**config.mk**
```make
export PLATFORM = sky130hd
export DESIGN_NAME = pipe_stall_ctrl_flat
export DESIGN_NICKNAME = d
export VERILOG_FILES = /design/src/rtl/pipe_stall_ctrl_if.sv /design/src/rtl/pipe_stall_ctrl.sv /design/src/flat_wrapper.sv
export SDC_FILE = /design/constraint.sdc
export NUM_CORES = 1
export LEC_CHECK = 0
export BUFFER_PORTS_ARGS = -buffer_cell sky130_fd_sc_hd__buf_2
export CAP_MARGIN = 20
export CORE_UTILIZATION = 45
export CTS_CLUSTER_SIZE = 30
export DETAILED_ROUTE_END_ITERATION = 16
export PLACE_DENSITY = 0.67
export SYNTH_ARGS = -nofsm -noshare
export SYNTH_HDL_FRONTEND = slang
export SYNTH_SLANG_ARGS = --single-unit
```
**constraint.sdc**
```tcl
create_clock -name clk -period 3.4 [get_ports clk]
set_clock_uncertainty 0.05 [all_clocks]
set_input_delay 0.34 -clock clk [delete_from_list [all_inputs] [get_ports clk]]
set_output_delay 0.34 -clock clk [all_outputs]
set_load 0.02 [all_outputs]
```
**src/rtl/pipe_stall_ctrl_if.sv**
```systemverilog
`default_nettype none
// ============================================================================
//  Module      : pipe_stall_ctrl_if
//  Description : Hazard-request / pipeline-enable bundle between the ID-stage
//                hazard units and the central stall/flush scheduler.
//  Revision    : 1.0 - initial release
// ============================================================================
interface pipe_stall_ctrl_if #(
    parameter int CNT_W = 16
);
    // Requests from the hazard units and statistics control
    logic             brc_stall_req;
    logic             lu_stall_req;
    logic             branch_taken;
    logic             mdu_start;
    logic             cnt_clr;

    // Pipeline register controls back to the datapath
    logic             PCWrite;
    logic             IFID_write;
    logic             IFID_flush;
    logic             IDEX_write;
    logic             IDEX_flush;
    logic             EXMEM_flush;

    // Status and statistics
    logic             mdu_busy;
    logic             mdu_err;
    logic [CNT_W-1:0] stall_cnt;
    logic [CNT_W-1:0] flush_cnt;

    // Hazard-unit side: raises requests, consumes enables
    modport master (
        output brc_stall_req, lu_stall_req, branch_taken, mdu_start, cnt_clr,
        input  PCWrite, IFID_write, IFID_flush, IDEX_write, IDEX_flush,
        input  EXMEM_flush, mdu_busy, mdu_err, stall_cnt, flush_cnt
    );

    // Scheduler side: consumes requests, drives enables
    modport slave (
        input  brc_stall_req, lu_stall_req, branch_taken, mdu_start, cnt_clr,
        output PCWrite, IFID_write, IFID_flush, IDEX_write, IDEX_flush,
        output EXMEM_flush, mdu_busy, mdu_err, stall_cnt, flush_cnt
    );
endinterface
`default_nettype wire

```
**src/rtl/pipe_stall_ctrl.sv**
```systemverilog
`default_nettype none
// ============================================================================
//  Module      : pipe_stall_ctrl
//  Description : Central stall/flush scheduler for the 5-stage MIPS pipeline.
//                Prioritises MDU occupancy of EX over data stalls over taken
//                branches, and keeps saturating stall/flush statistics.
//  Revision    : 1.0 - initial release
// ============================================================================
module pipe_stall_ctrl #(
    parameter int MDU_LAT = 4,   // cycles a mult/div holds EX, incl. issue (2..255)
    parameter int CNT_W   = 16   // statistics counter width
) (
    input  wire                    clk,
    input  wire                    rst,
    pipe_stall_ctrl_if.slave       bus
);

    typedef enum logic [0:0] {
        ST_RUN      = 1'b0,
        ST_MDU_WAIT = 1'b1
    } state_t;

    // hold is loaded with MDU_LAT-1 so that MDU_WAIT spans MDU_LAT-1 cycles
    localparam logic [7:0]       c_hold_init = 8'(MDU_LAT - 1);
    localparam logic [7:0]       c_hold_one  = 8'd1;
    localparam logic [CNT_W-1:0] c_cnt_max   = {CNT_W{1'b1}};
    localparam logic [CNT_W-1:0] c_cnt_one   = {{(CNT_W-1){1'b0}}, 1'b1};

    state_t           r_state;
    state_t           w_state_nxt;
    logic [7:0]       r_hold;
    logic [7:0]       w_hold_nxt;
    logic             r_mdu_err;
    logic             w_err_set;
    logic [CNT_W-1:0] r_stall_cnt;
    logic [CNT_W-1:0] r_flush_cnt;

    logic             w_mdu_hold;
    logic             w_data_stall;
    logic             w_pcwrite;
    logic             w_ifid_write;
    logic             w_ifid_flush;
    logic             w_idex_write;
    logic             w_idex_flush;
    logic             w_exmem_flush;

    // State and hold-counter registers; reset drops MDU_WAIT immediately
    always_ff @(posedge clk or posedge rst) begin
        if (rst) begin
            r_state <= ST_RUN;
            r_hold  <= 8'd0;
        end else begin
            r_state <= w_state_nxt;
            r_hold  <= w_hold_nxt;
        end
    end

    // Next-state, hold countdown and prioritised per-stage enables
    always_comb begin
        w_state_nxt   = r_state;
        w_hold_nxt    = r_hold;
        w_err_set     = 1'b0;
        w_pcwrite     = 1'b1;
        w_ifid_write  = 1'b1;
        w_ifid_flush  = 1'b0;
        w_idex_write  = 1'b1;
        w_idex_flush  = 1'b0;
        w_exmem_flush = 1'b0;

        w_mdu_hold   = (r_state == ST_MDU_WAIT) || bus.mdu_start;
        w_data_stall = bus.brc_stall_req || bus.lu_stall_req;

        case (r_state)
            ST_RUN: begin
                if (bus.mdu_start) begin
                    w_state_nxt = ST_MDU_WAIT;
                    w_hold_nxt  = c_hold_init;
                end
            end
            ST_MDU_WAIT: begin
                // A second start cannot be accepted; flag it, keep the timing
                w_err_set = bus.mdu_start;
                if (r_hold == c_hold_one) begin
                    w_state_nxt = ST_RUN;
                    w_hold_nxt  = 8'd0;
                end else begin
                    w_hold_nxt  = r_hold - c_hold_one;
                end
            end
            default: begin
                w_state_nxt = ST_RUN;
                w_hold_nxt  = 8'd0;
            end
        endcase

        if (rst) begin
            // Freeze everything and fill the pipe with bubbles while in reset
            w_pcwrite     = 1'b0;
            w_ifid_write  = 1'b0;
            w_ifid_flush  = 1'b1;
            w_idex_write  = 1'b0;
            w_idex_flush  = 1'b1;
            w_exmem_flush = 1'b1;
        end else if (w_mdu_hold) begin
            // EX occupied: freeze PC/IF/ID/EX, bubble into MEM; ID requests wait
            w_pcwrite     = 1'b0;
            w_ifid_write  = 1'b0;
            w_idex_write  = 1'b0;
            w_exmem_flush = 1'b1;
        end else if (w_data_stall) begin
            // Operands stale: hold IF/ID, bubble into EX; branch result is untrusted
            w_pcwrite     = 1'b0;
            w_ifid_write  = 1'b0;
            w_idex_flush  = 1'b1;
        end else if (bus.branch_taken) begin
            // Redirect: PC takes target, kill the wrong-path fetch
            w_ifid_flush  = 1'b1;
        end
    end

    // Sticky error for a start request while the MDU is still busy
    always_ff @(posedge clk or posedge rst) begin
        if (rst) begin
            r_mdu_err <= 1'b0;
        end else if (w_err_set) begin
            r_mdu_err <= 1'b1;
        end
    end

    // Saturating stall counter; clear has priority over counting
    always_ff @(posedge clk or posedge rst) begin
        if (rst) begin
            r_stall_cnt <= '0;
        end else if (bus.cnt_clr) begin
            r_stall_cnt <= '0;
        end else if (!w_pcwrite && (r_stall_cnt != c_cnt_max)) begin
            r_stall_cnt <= r_stall_cnt + c_cnt_one;
        end
    end

    // Saturating flush counter; clear has priority over counting
    always_ff @(posedge clk or posedge rst) begin
        if (rst) begin
            r_flush_cnt <= '0;
        end else if (bus.cnt_clr) begin
            r_flush_cnt <= '0;
        end else if (w_ifid_flush && (r_flush_cnt != c_cnt_max)) begin
            r_flush_cnt <= r_flush_cnt + c_cnt_one;
        end
    end

    assign bus.PCWrite     = w_pcwrite;
    assign bus.IFID_write  = w_ifid_write;
    assign bus.IFID_flush  = w_ifid_flush;
    assign bus.IDEX_write  = w_idex_write;
    assign bus.IDEX_flush  = w_idex_flush;
    assign bus.EXMEM_flush = w_exmem_flush;
    assign bus.mdu_busy    = (r_state == ST_MDU_WAIT);
    assign bus.mdu_err     = r_mdu_err;
    assign bus.stall_cnt   = r_stall_cnt;
    assign bus.flush_cnt   = r_flush_cnt;

endmodule
`default_nettype wire

```
**src/flat_wrapper.sv**
```systemverilog
// flat-port wrapper written by rule: the top's interface ports become plain ports
module pipe_stall_ctrl_flat 
#(
    parameter int MDU_LAT = 4,                                                      
    parameter int CNT_W   = 16                              
)
  (clk, rst, bus_brc_stall_req, bus_lu_stall_req, bus_branch_taken, bus_mdu_start, bus_cnt_clr, bus_PCWrite, bus_IFID_write, bus_IFID_flush, bus_IDEX_write, bus_IDEX_flush, bus_EXMEM_flush, bus_mdu_busy, bus_mdu_err, bus_stall_cnt, bus_flush_cnt);
  pipe_stall_ctrl_if #(.CNT_W(CNT_W)) bus_i ();
  input  wire clk;
  input  wire rst;
  input wire logic [$bits(bus_i.brc_stall_req)-1:0] bus_brc_stall_req;
  input wire logic [$bits(bus_i.lu_stall_req)-1:0] bus_lu_stall_req;
  input wire logic [$bits(bus_i.branch_taken)-1:0] bus_branch_taken;
  input wire logic [$bits(bus_i.mdu_start)-1:0] bus_mdu_start;
  input wire logic [$bits(bus_i.cnt_clr)-1:0] bus_cnt_clr;
  output wire logic [$bits(bus_i.PCWrite)-1:0] bus_PCWrite;
  output wire logic [$bits(bus_i.IFID_write)-1:0] bus_IFID_write;
  output wire logic [$bits(bus_i.IFID_flush)-1:0] bus_IFID_flush;
  output wire logic [$bits(bus_i.IDEX_write)-1:0] bus_IDEX_write;
  output wire logic [$bits(bus_i.IDEX_flush)-1:0] bus_IDEX_flush;
  output wire logic [$bits(bus_i.EXMEM_flush)-1:0] bus_EXMEM_flush;
  output wire logic [$bits(bus_i.mdu_busy)-1:0] bus_mdu_busy;
  output wire logic [$bits(bus_i.mdu_err)-1:0] bus_mdu_err;
  output wire logic [$bits(bus_i.stall_cnt)-1:0] bus_stall_cnt;
  output wire logic [$bits(bus_i.flush_cnt)-1:0] bus_flush_cnt;
  assign bus_i.brc_stall_req = bus_brc_stall_req;
  assign bus_i.lu_stall_req = bus_lu_stall_req;
  assign bus_i.branch_taken = bus_branch_taken;
  assign bus_i.mdu_start = bus_mdu_start;
  assign bus_i.cnt_clr = bus_cnt_clr;
  assign bus_PCWrite = bus_i.PCWrite;
  assign bus_IFID_write = bus_i.IFID_write;
  assign bus_IFID_flush = bus_i.IFID_flush;
  assign bus_IDEX_write = bus_i.IDEX_write;
  assign bus_IDEX_flush = bus_i.IDEX_flush;
  assign bus_EXMEM_flush = bus_i.EXMEM_flush;
  assign bus_mdu_busy = bus_i.mdu_busy;
  assign bus_mdu_err = bus_i.mdu_err;
  assign bus_stall_cnt = bus_i.stall_cnt;
  assign bus_flush_cnt = bus_i.flush_cnt;
  pipe_stall_ctrl #(.MDU_LAT(MDU_LAT), .CNT_W(CNT_W)) u_core (.clk(clk), .rst(rst), .bus(bus_i));
endmodule
```
==> run_results.csv, run 1 <==
group,metric,value,unit
pwr,p_sw_share,31.52,%
synth,synth-xor-area-share,0.7150,%
critical_path,crit_arrival,2130,ps
pwr,netSwitchingPower,410.1,uW
synth,yosysSeqAreaShare,42.90,%
global_routing,antenna_found_initial,0,
die,die_x,75.79,um
die,die_h,75.79,um
sta,final.setup.tns,0,ps
clocking,worstSkewPairLatency,290,ps
pwr,ir_worst_vdd,0.2366,mV
die,die-area,5743,sq um
die,coreArea,5172,sq um
die,initial_core_util,47.36,%
critical_path,r2r_setup_slack,1140,ps
sta,worst_slew_pin_slew,974.3,ps
synth,synth_fa_ha_area_share,2.043,%
pwr,p_per_area,457.3,nW/um^2
flow_run,maxCapViolations,0,
synth,synth-compound-area-share,18.69,%
critical_path,reg2reg_to,"u_core.bus.flush_cnt[2]$_DFFE_PP0P_",
clocking,cts_buffer_depth,2,
cells_and_area,utilization,55.01,%
sta,relSlewSlack,35.05,%
detailed_routing,routedWlPerCell,14.86,um
synth,yosysTopAreaCellShare,42.90,%
global_routing,grt_max_degree,41,
die,rows,26,
synth,syn-num-nets,276,
pwr,p_seq_share,47.9,%
synth,yosys.area_share.simple,28.19,%
min_path,hp-class,"input pin to async pin",
critical_path,ff2ff_path_depth,5,
status,outcome,"completed",
clocking,clockRootBuffer,"clkbuf_8",
synth,syn_avg_cell_area,9.245,sq um
pwr,p_int,891.0,uW
synth,netlist_area,2450,sq um
synth,syn-instance-count,265,
pwr,p_leak,0.001239,uW
synth,synth_area_leaders,"dfrtp_1 43%, or4_1 5.2%, a21oi_1 4.7%",
cells_and_area,drive_gt1_share,22.44,%
clocking,clock-sinks,42,
cells_and_area,diodes,0,
detailed_routing,detail-route-antenna-nets,0,
detailed_routing,avgViaCountPerCell,5.929,
clocking,cts_resized,0,
die,io_pins,47,
placed_design,place_ws,1112,ps
clocking,h-tree-depth,2,
sta,period_share,74.01,%
detailed_routing,wl,5.675,mm
sta,rsz0062_at_grt,"false",
critical_path,reg2reg_from,"u_core.bus.mdu_busy$_DFF_PP0_",
pwr,comb_power_share,21.7,%
synth,synth-seq-cells,42,
synth,synth_top_family_by_area,"simple AND/OR/NAND/NOR gates",
sta,fmax,0.3974,GHz
clocking,hold_buffers,0,
placed_design,dp.cells,374,
cells_and_area,final_nets,322,
sta,setup_viol,0,
synth,yosysTopAreaCell,"dfrtp_1",
placed_design,port_buffers,46,
detailed_routing,drt_iter0_markers,122,
critical_path,startpoint_type,"register",
global_routing,grt_pass1_vias,1908,
clocking,postCtsSetupBuffers,0,
critical_path,cp_max_fo,26,
synth,synthMuxAreaShare,3.677,%
detailed_routing,dr.pass1.iters,4,
placed_design,hpwl,3.977,mm
clocking,cts_tree,"done",
cells_and_area,areaGrowthSynthToFinish,16.14,%
clocking,clk_pin_slew_worst_paths,80,ps
synth,synthDistinctLibCells,46,
sta,hold_viol,0,
cells_and_area,final_cells,382,
sta,fin_ws,883.8,ps
critical_path,critPathRequiredTime,3010,ps
critical_path,path_class,"register to output pin",
global_routing,grt.total_usage,20.76,%
critical_path,crit_path_end_kind,"output pin",
synth,yosysWarnings,0,
detailed_routing,drc,0,
clocking,numCtsBuffers,5,
pwr,clockPowerShare,30.4,%
sta,finalCriticalPeriod,2516,ps
detailed_routing,num_vias,2265,
sta,whs,23.83,ps
sta,slew_violations,0,
placed_design,place.gp.congestion,0.8181,
global_routing,grt_overflow,0,
global_routing,grt_pass1_wl,8.997,mm
per-stage QoR:
| stage | cell area (sq um) | total power (uW) |
|---|---|---|
| final | 2845 | 1301 |
| after global routing | 2845 | 1385 |
| after CTS | 2845 | 1319 |
| after detailed placement | 2735 | 917.0 |
| after global placement | 2735 | 908.0 |
| after floorplan | 2450 | 850.4 |
how the worst max path moves through the flow:
stage,from,end,slack [ps],cells after the start
global placement,rst,u_core.bus.stall_cnt[4]$_DFFE_PP0P_,1170,6
finish,u_core.bus.mdu_busy$_DFF_PP0_,bus_IFID_flush,880,4
global route,u_core.bus.mdu_busy$_DFF_PP0_,bus_IFID_flush,640,4
detailed placement,rst,u_core.bus.stall_cnt[6]$_DFFE_PP0P_,1110,6
floorplan,rst,bus_PCWrite,1060,4
CTS,u_core.bus.mdu_busy$_DFF_PP0_,bus_IFID_flush,870,4
logic make-up (layout without fill, tap and decap cells):
group / count (synthesis) / in the layout
buffers and inverters: 19 / 66
DFF: 42 / 42
muxes: 8 / 8
and+or+nand+nor: 118 / 118
AOI/OAI and AO/OA: 72 / 72
xor gates and xnor gates: 2 / 2
adders and majority gates: 4 / 4
Yosys cell counts, drive strengths merged:
library cell  instances
and4                  3
inv                   8
a21oi                24
o41ai                 1
nor4                  8
nand2                14
xnor2                 1
nor3b                 2
nor3                  6
mux2                  8
a22oi                 1
ha                    4
dfrtp                42
a31oi                 2
and3                  5
a211oi                2
or2                   1
buf                   5
or4                  18
nand3                17
nand4                 9
a21o                  4
or4b                  1
a31o                  1
o211ai                3
nor2b                 8
o31ai                14
a211o                 1
a32o                  1
nor2                 18
and2                  2
or3                   6
o311a                 1
xor2                  1
o21ai                16
o2111a                1
clkbuf                6
routing by layer:
layer,vias up,global-route usage (%),wire length [um]
met3,6,3.704,236
li1,1110,-,-
met1,1095,28.87,2758
met2,54,32.55,2625
met5,-,0,0
met4,0,7.407,55
cell usage in the layout, fill, tap and decap left out, types with 4 or more instances in the layout:
| master | count |
|---|---|
| a21o_1 | 4 |
| a21oi_1 | 23 |
| and3_1 | 5 |
| buf_2 | 46 |
| buf_4 | 4 |
| clkbuf_8 | 5 |
| dfrtp_1 | 42 |
| ha_1 | 4 |
| inv_1 | 7 |
| mux2_2 | 7 |
| nand2_1 | 14 |
| nand3_1 | 17 |
| nand4_1 | 9 |
| nor2_1 | 18 |
| nor2b_1 | 8 |
| nor3_1 | 6 |
| nor4_1 | 6 |
| o21ai_0 | 14 |
| o31ai_1 | 14 |
| or3_1 | 6 |
| or4_1 | 17 |
state kept, by name, summed over array words and instances (netlist names):
name,flops
u_core.bus.mdu_busy,1
u_core.bus.flush_cnt,16
u_core.r_hold,8
u_core.bus.mdu_err,1
u_core.bus.stall_cnt,16
power by group through the flow:
stage               Clock [uW]  Combinational (uW)  Sequential (uW)
CTS                        410                 286              622
detailed placement           0                 286              631
finish                     395                 283              623
global placement             0                 279              629
floorplan                    0                 233              618
global route               426                 323              635
final cells by class:
| class | instances | area (sq um) |
|---|---|---|
| Fill cell | 494 | 2327 |
| Multi-Input combinational cell | 204 | 1306 |
| Sequential cell | 42 | 1051 |
| Timing Repair Buffer | 50 | 260.3 |
| Tap cell | 70 | 87.58 |
| Clock buffer | 6 | 72.57 |
| Clock inverter | 2 | 37.54 |
| Inverter | 8 | 30.03 |
critical path, stage by stage (launching register included):
cell	delay, ps
dfrtp_1	580
nor4_4	100
a21oi_2	750
inv_1	170
buf_2	220
Note: power is estimated with default switching activity, not from simulation.
==> run 2, diff against run 1 <==
--- a/config.mk
+++ b/config.mk
@@ -5,12 +5,13 @@
 export SDC_FILE = /design/constraint.sdc
 export NUM_CORES = 1
 export LEC_CHECK = 0
+export ABC_AREA = 1
 export BUFFER_PORTS_ARGS = -buffer_cell sky130_fd_sc_hd__buf_2
 export CAP_MARGIN = 20
 export CORE_UTILIZATION = 45
 export CTS_CLUSTER_SIZE = 30
 export DETAILED_ROUTE_END_ITERATION = 16
-export PLACE_DENSITY = 0.67
+export PLACE_DENSITY = 0.69
 export SYNTH_ARGS = -nofsm -noshare
 export SYNTH_HDL_FRONTEND = slang
 export SYNTH_SLANG_ARGS = --single-unit
==> constraint.sdc (replaced) <==
create_clock -name clk -period 2.1 [get_ports clk]
set_clock_uncertainty 0.05 [all_clocks]
set_input_delay 0.21 -clock clk [delete_from_list [all_inputs] [get_ports clk]]
set_output_delay 0.21 -clock clk [all_outputs]
set_load 0.02 [all_outputs]
==> run 2 against run 1 <==
Effect of this change:
- clock-buffer cell count shrank 1
- sequential cell count is the same
- design area grew 5.4%
- setup slack lost 640 ps
- total power grew 12%
- largest power group unchanged
- synthesized area grew 6.7%
- die area grew 6.6%
- via count grew 12%
- sequential power grew 33%
==> run_results.csv, run 2 <==
group,metric,value,unit
clocking,clock-sinks,42,
sta,worst_slew_pin_slew,537.5,ps
critical_path,reg2reg_from,"u_core.bus.stall_cnt[0]$_DFFE_PP0P_",
clocking,cts_buffer_depth,2,
cells_and_area,final_nets,425,
placed_design,place.gp.congestion,0.8861,
die,initial_core_util,47.20,%
sta,rsz0062_at_grt,"false",
synth,synth-seq-cells,42,
sta,final.setup.tns,0,ps
synth,synth_common_cells,"121 x nand2_1, 55 x nor2_1, 42 x dfrtp_1, 26 x inv_1, 25 x nand4_1",
synth,syn-num-nets,376,
clocking,clk_pin_slew_worst_paths,90,ps
critical_path,reg2reg_to,"u_core.bus.stall_cnt[13]$_DFFE_PP0P_",
detailed_routing,num_vias,2535,
clocking,numCtsBuffers,5,
synth,yosysTopAreaCell,"dfrtp_1",
critical_path,cp_max_fo,8,
synth,synth_ff_type,"dfrtp_1",
cells_and_area,final_cell_mix,"121 x nand2_1, 55 x nor2_1, 46 x buf_2",
synth,yosysTopAreaCellShare,40.19,%
synth,yosysWarnings,0,
critical_path,slowest_stage,"dfrtp_1",
die,rows,27,
critical_path,r2r_setup_slack,250,ps
global_routing,grt_max_degree,44,
critical_path,critPathRequiredTime,1840,ps
cells_and_area,layout_commonest_cell,"nand2_1",
cells_and_area,diodes,0,
sta,slew_violations,0,
detailed_routing,drc,0,
cells_and_area,multiInputGateArea,1386,sq um
global_routing,grt_pass1_wl,10.74,mm
status,outcome,"completed",
sta,setup_viol,0,
sta,finalCriticalPeriod,1860,ps
clocking,cts_tree,"done",
die,io_pins,47,
cells_and_area,fill_cells,562,
die,die_h,78.23,um
global_routing,antenna_found_initial,0,
global_routing,grt.total_usage,22.05,%
sta,hold_viol,0,
synth,synth_area_leaders,"dfrtp_1 40%, nand2_1 17%, nor2_1 7.9%",
synth,synth-edff-count,0,
clocking,worstSkewPairLatency,300,ps
sta,fmax,0.5375,GHz
clocking,clockRootBuffer,"clkbuf_8",
critical_path,cp_num_buf_inv,3,
critical_path,path_class,"register to output pin",
detailed_routing,dr.pass1.iters,4,
placed_design,port_buffers,46,
clocking,hold_buffers,0,
die,die_x,78.23,um
cells_and_area,seqCellArea,1051,sq um
critical_path,startpoint_type,"register",
cells_and_area,areaGrowthSynthToFinish,14.69,%
critical_path,cpPeakStageDelay,460,ps
cells_and_area,utilization,54.13,%
pwr,p_leak,0.001489,uW
detailed_routing,routedWlPerCell,12.78,um
sta,relSlewSlack,64.17,%
critical_path,path_delay_family,"flip-flops",
cells_and_area,drive_gt1_share,18.55,%
detailed_routing,drt_iter0_markers,134,
synth,synthDistinctLibCells,30,
critical_path,crit_arrival,1600,ps
detailed_routing,avgViaCountPerCell,5.205,
synth,syn_avg_cell_area,7.164,sq um
critical_path,crit_path_end_kind,"output pin",
clocking,h-tree-depth,2,
placed_design,hpwl,4.553,mm
sta,period_share,88.59,%
die,die-area,6120,sq um
synth,yosysSeqAreaShare,40.19,%
flow_run,maxCapViolations,0,
synth,yosysMostFrequentCell,"nand2_1",
global_routing,grt_pass1_vias,2421,
synth,syn-instance-count,365,
global_routing,grt_overflow,0,
critical_path,ff2ff_path_depth,9,
detailed_routing,wl,6.224,mm
min_path,hp-class,"input pin to async pin",
synth,synthArstFlopShare,100.0,%
critical_path,crit_path_cell_trace,"nor2_4 > inv_2 > nor2_4 > nand2_2 > inv_2 > buf_2",
clocking,cts_resized,0,
clocking,postCtsSetupBuffers,0,
detailed_routing,detail-route-antenna-nets,0,
pwr,p_per_area,485.8,nW/um^2
synth,netlist_area,2615,sq um
pwr,ir_worst_vdd,0.2947,mV
die,coreArea,5540,sq um
run 2: routing by layer:
metal	track usage (%)	routed length (um)
met4	7.593	82
met1	27.63	2919
met5	0	0
met2	38.25	2994
met3	3.721	227
run 2: how the worst max path moves through the flow:
stage / start / end / slack, ps / cells after the start
final: u_core.bus.mdu_busy$_DFF_PP0_ / bus_IFID_write / 240 / 6
after CTS: u_core.bus.mdu_busy$_DFF_PP0_ / bus_IFID_write / 210 / 6
after global routing: u_core.bus.stall_cnt[0]$_DFFE_PP0P_ / u_core.bus.stall_cnt[11]$_DFFE_PP0P_ / 30 / 9
after detailed placement: u_core.bus.stall_cnt[0]$_DFFE_PP0P_ / u_core.bus.stall_cnt[2]$_DFFE_PP0P_ / 240 / 9
after global placement: u_core.bus.mdu_busy$_DFF_PP0_ / u_core.bus.stall_cnt[15]$_DFFE_PP0P_ / 290 / 9
after floorplan: rst / u_core.bus.flush_cnt[2]$_DFFE_PP0P_ / 140 / 8
run 2: tightest hold or removal path, delay by kind of cell:
kind	cells	cell delay (ps)
buffers and inverters	3	650
run 2: kinds of logic (layout without fill, tap and decap cells):
family | count (synthesis) | count (layout) | share of synthesized area, %
AND/OR/NAND/NOR | 241 | 241 | 41.29
flip-flops | 42 | 42 | 40.19
buffers and inverters | 40 | 90 | 6.794
AO/OA/AOI/OAI | 25 | 25 | 5.455
XOR/XNOR | 13 | 13 | 4.354
adder cells (fa/ha/maj) | 4 | 4 | 1.914
run 2: cell type report:
class,instances,share of cell area [%]
clock inverters,3,0.6258
multi-input cells,283,46.22
clock buffers,5,2.295
well taps,72,3.004
repair buffers,50,8.678
flip-flops and latches,42,35.04
inverters,32,4.130
run 2: report_power, final:
| group | leakage [uW] | switching (uW) | internal (uW) |
|---|---|---|---|
| combinational | 0.000887 | 71.5 | 27.6 |
| clock | 0.0000483 | 297 | 234 |
| sequential | 0.000553 | 10.9 | 816 |
run 2: through the flow:
stage | instances | total power [uW] | hold slack (ps) | setup WS, ps | cell area (sq um)
4_1_cts | 487 | 1483 | 72.79 | 208.0 | 2999
3_5_place_dp | 479 | 944.7 | 399.8 | 243.4 | 2912
3_3_place_gp | 479 | 942.8 | 394.0 | 294.8 | 2912
5_1_grt | 487 | 1520 | 113.2 | 32.16 | 2999
6_report | 487 | 1457 | 51.83 | 239.6 | 2999
2_1_floorplan | 365 | 908.8 | 158.7 | 144.2 | 2619
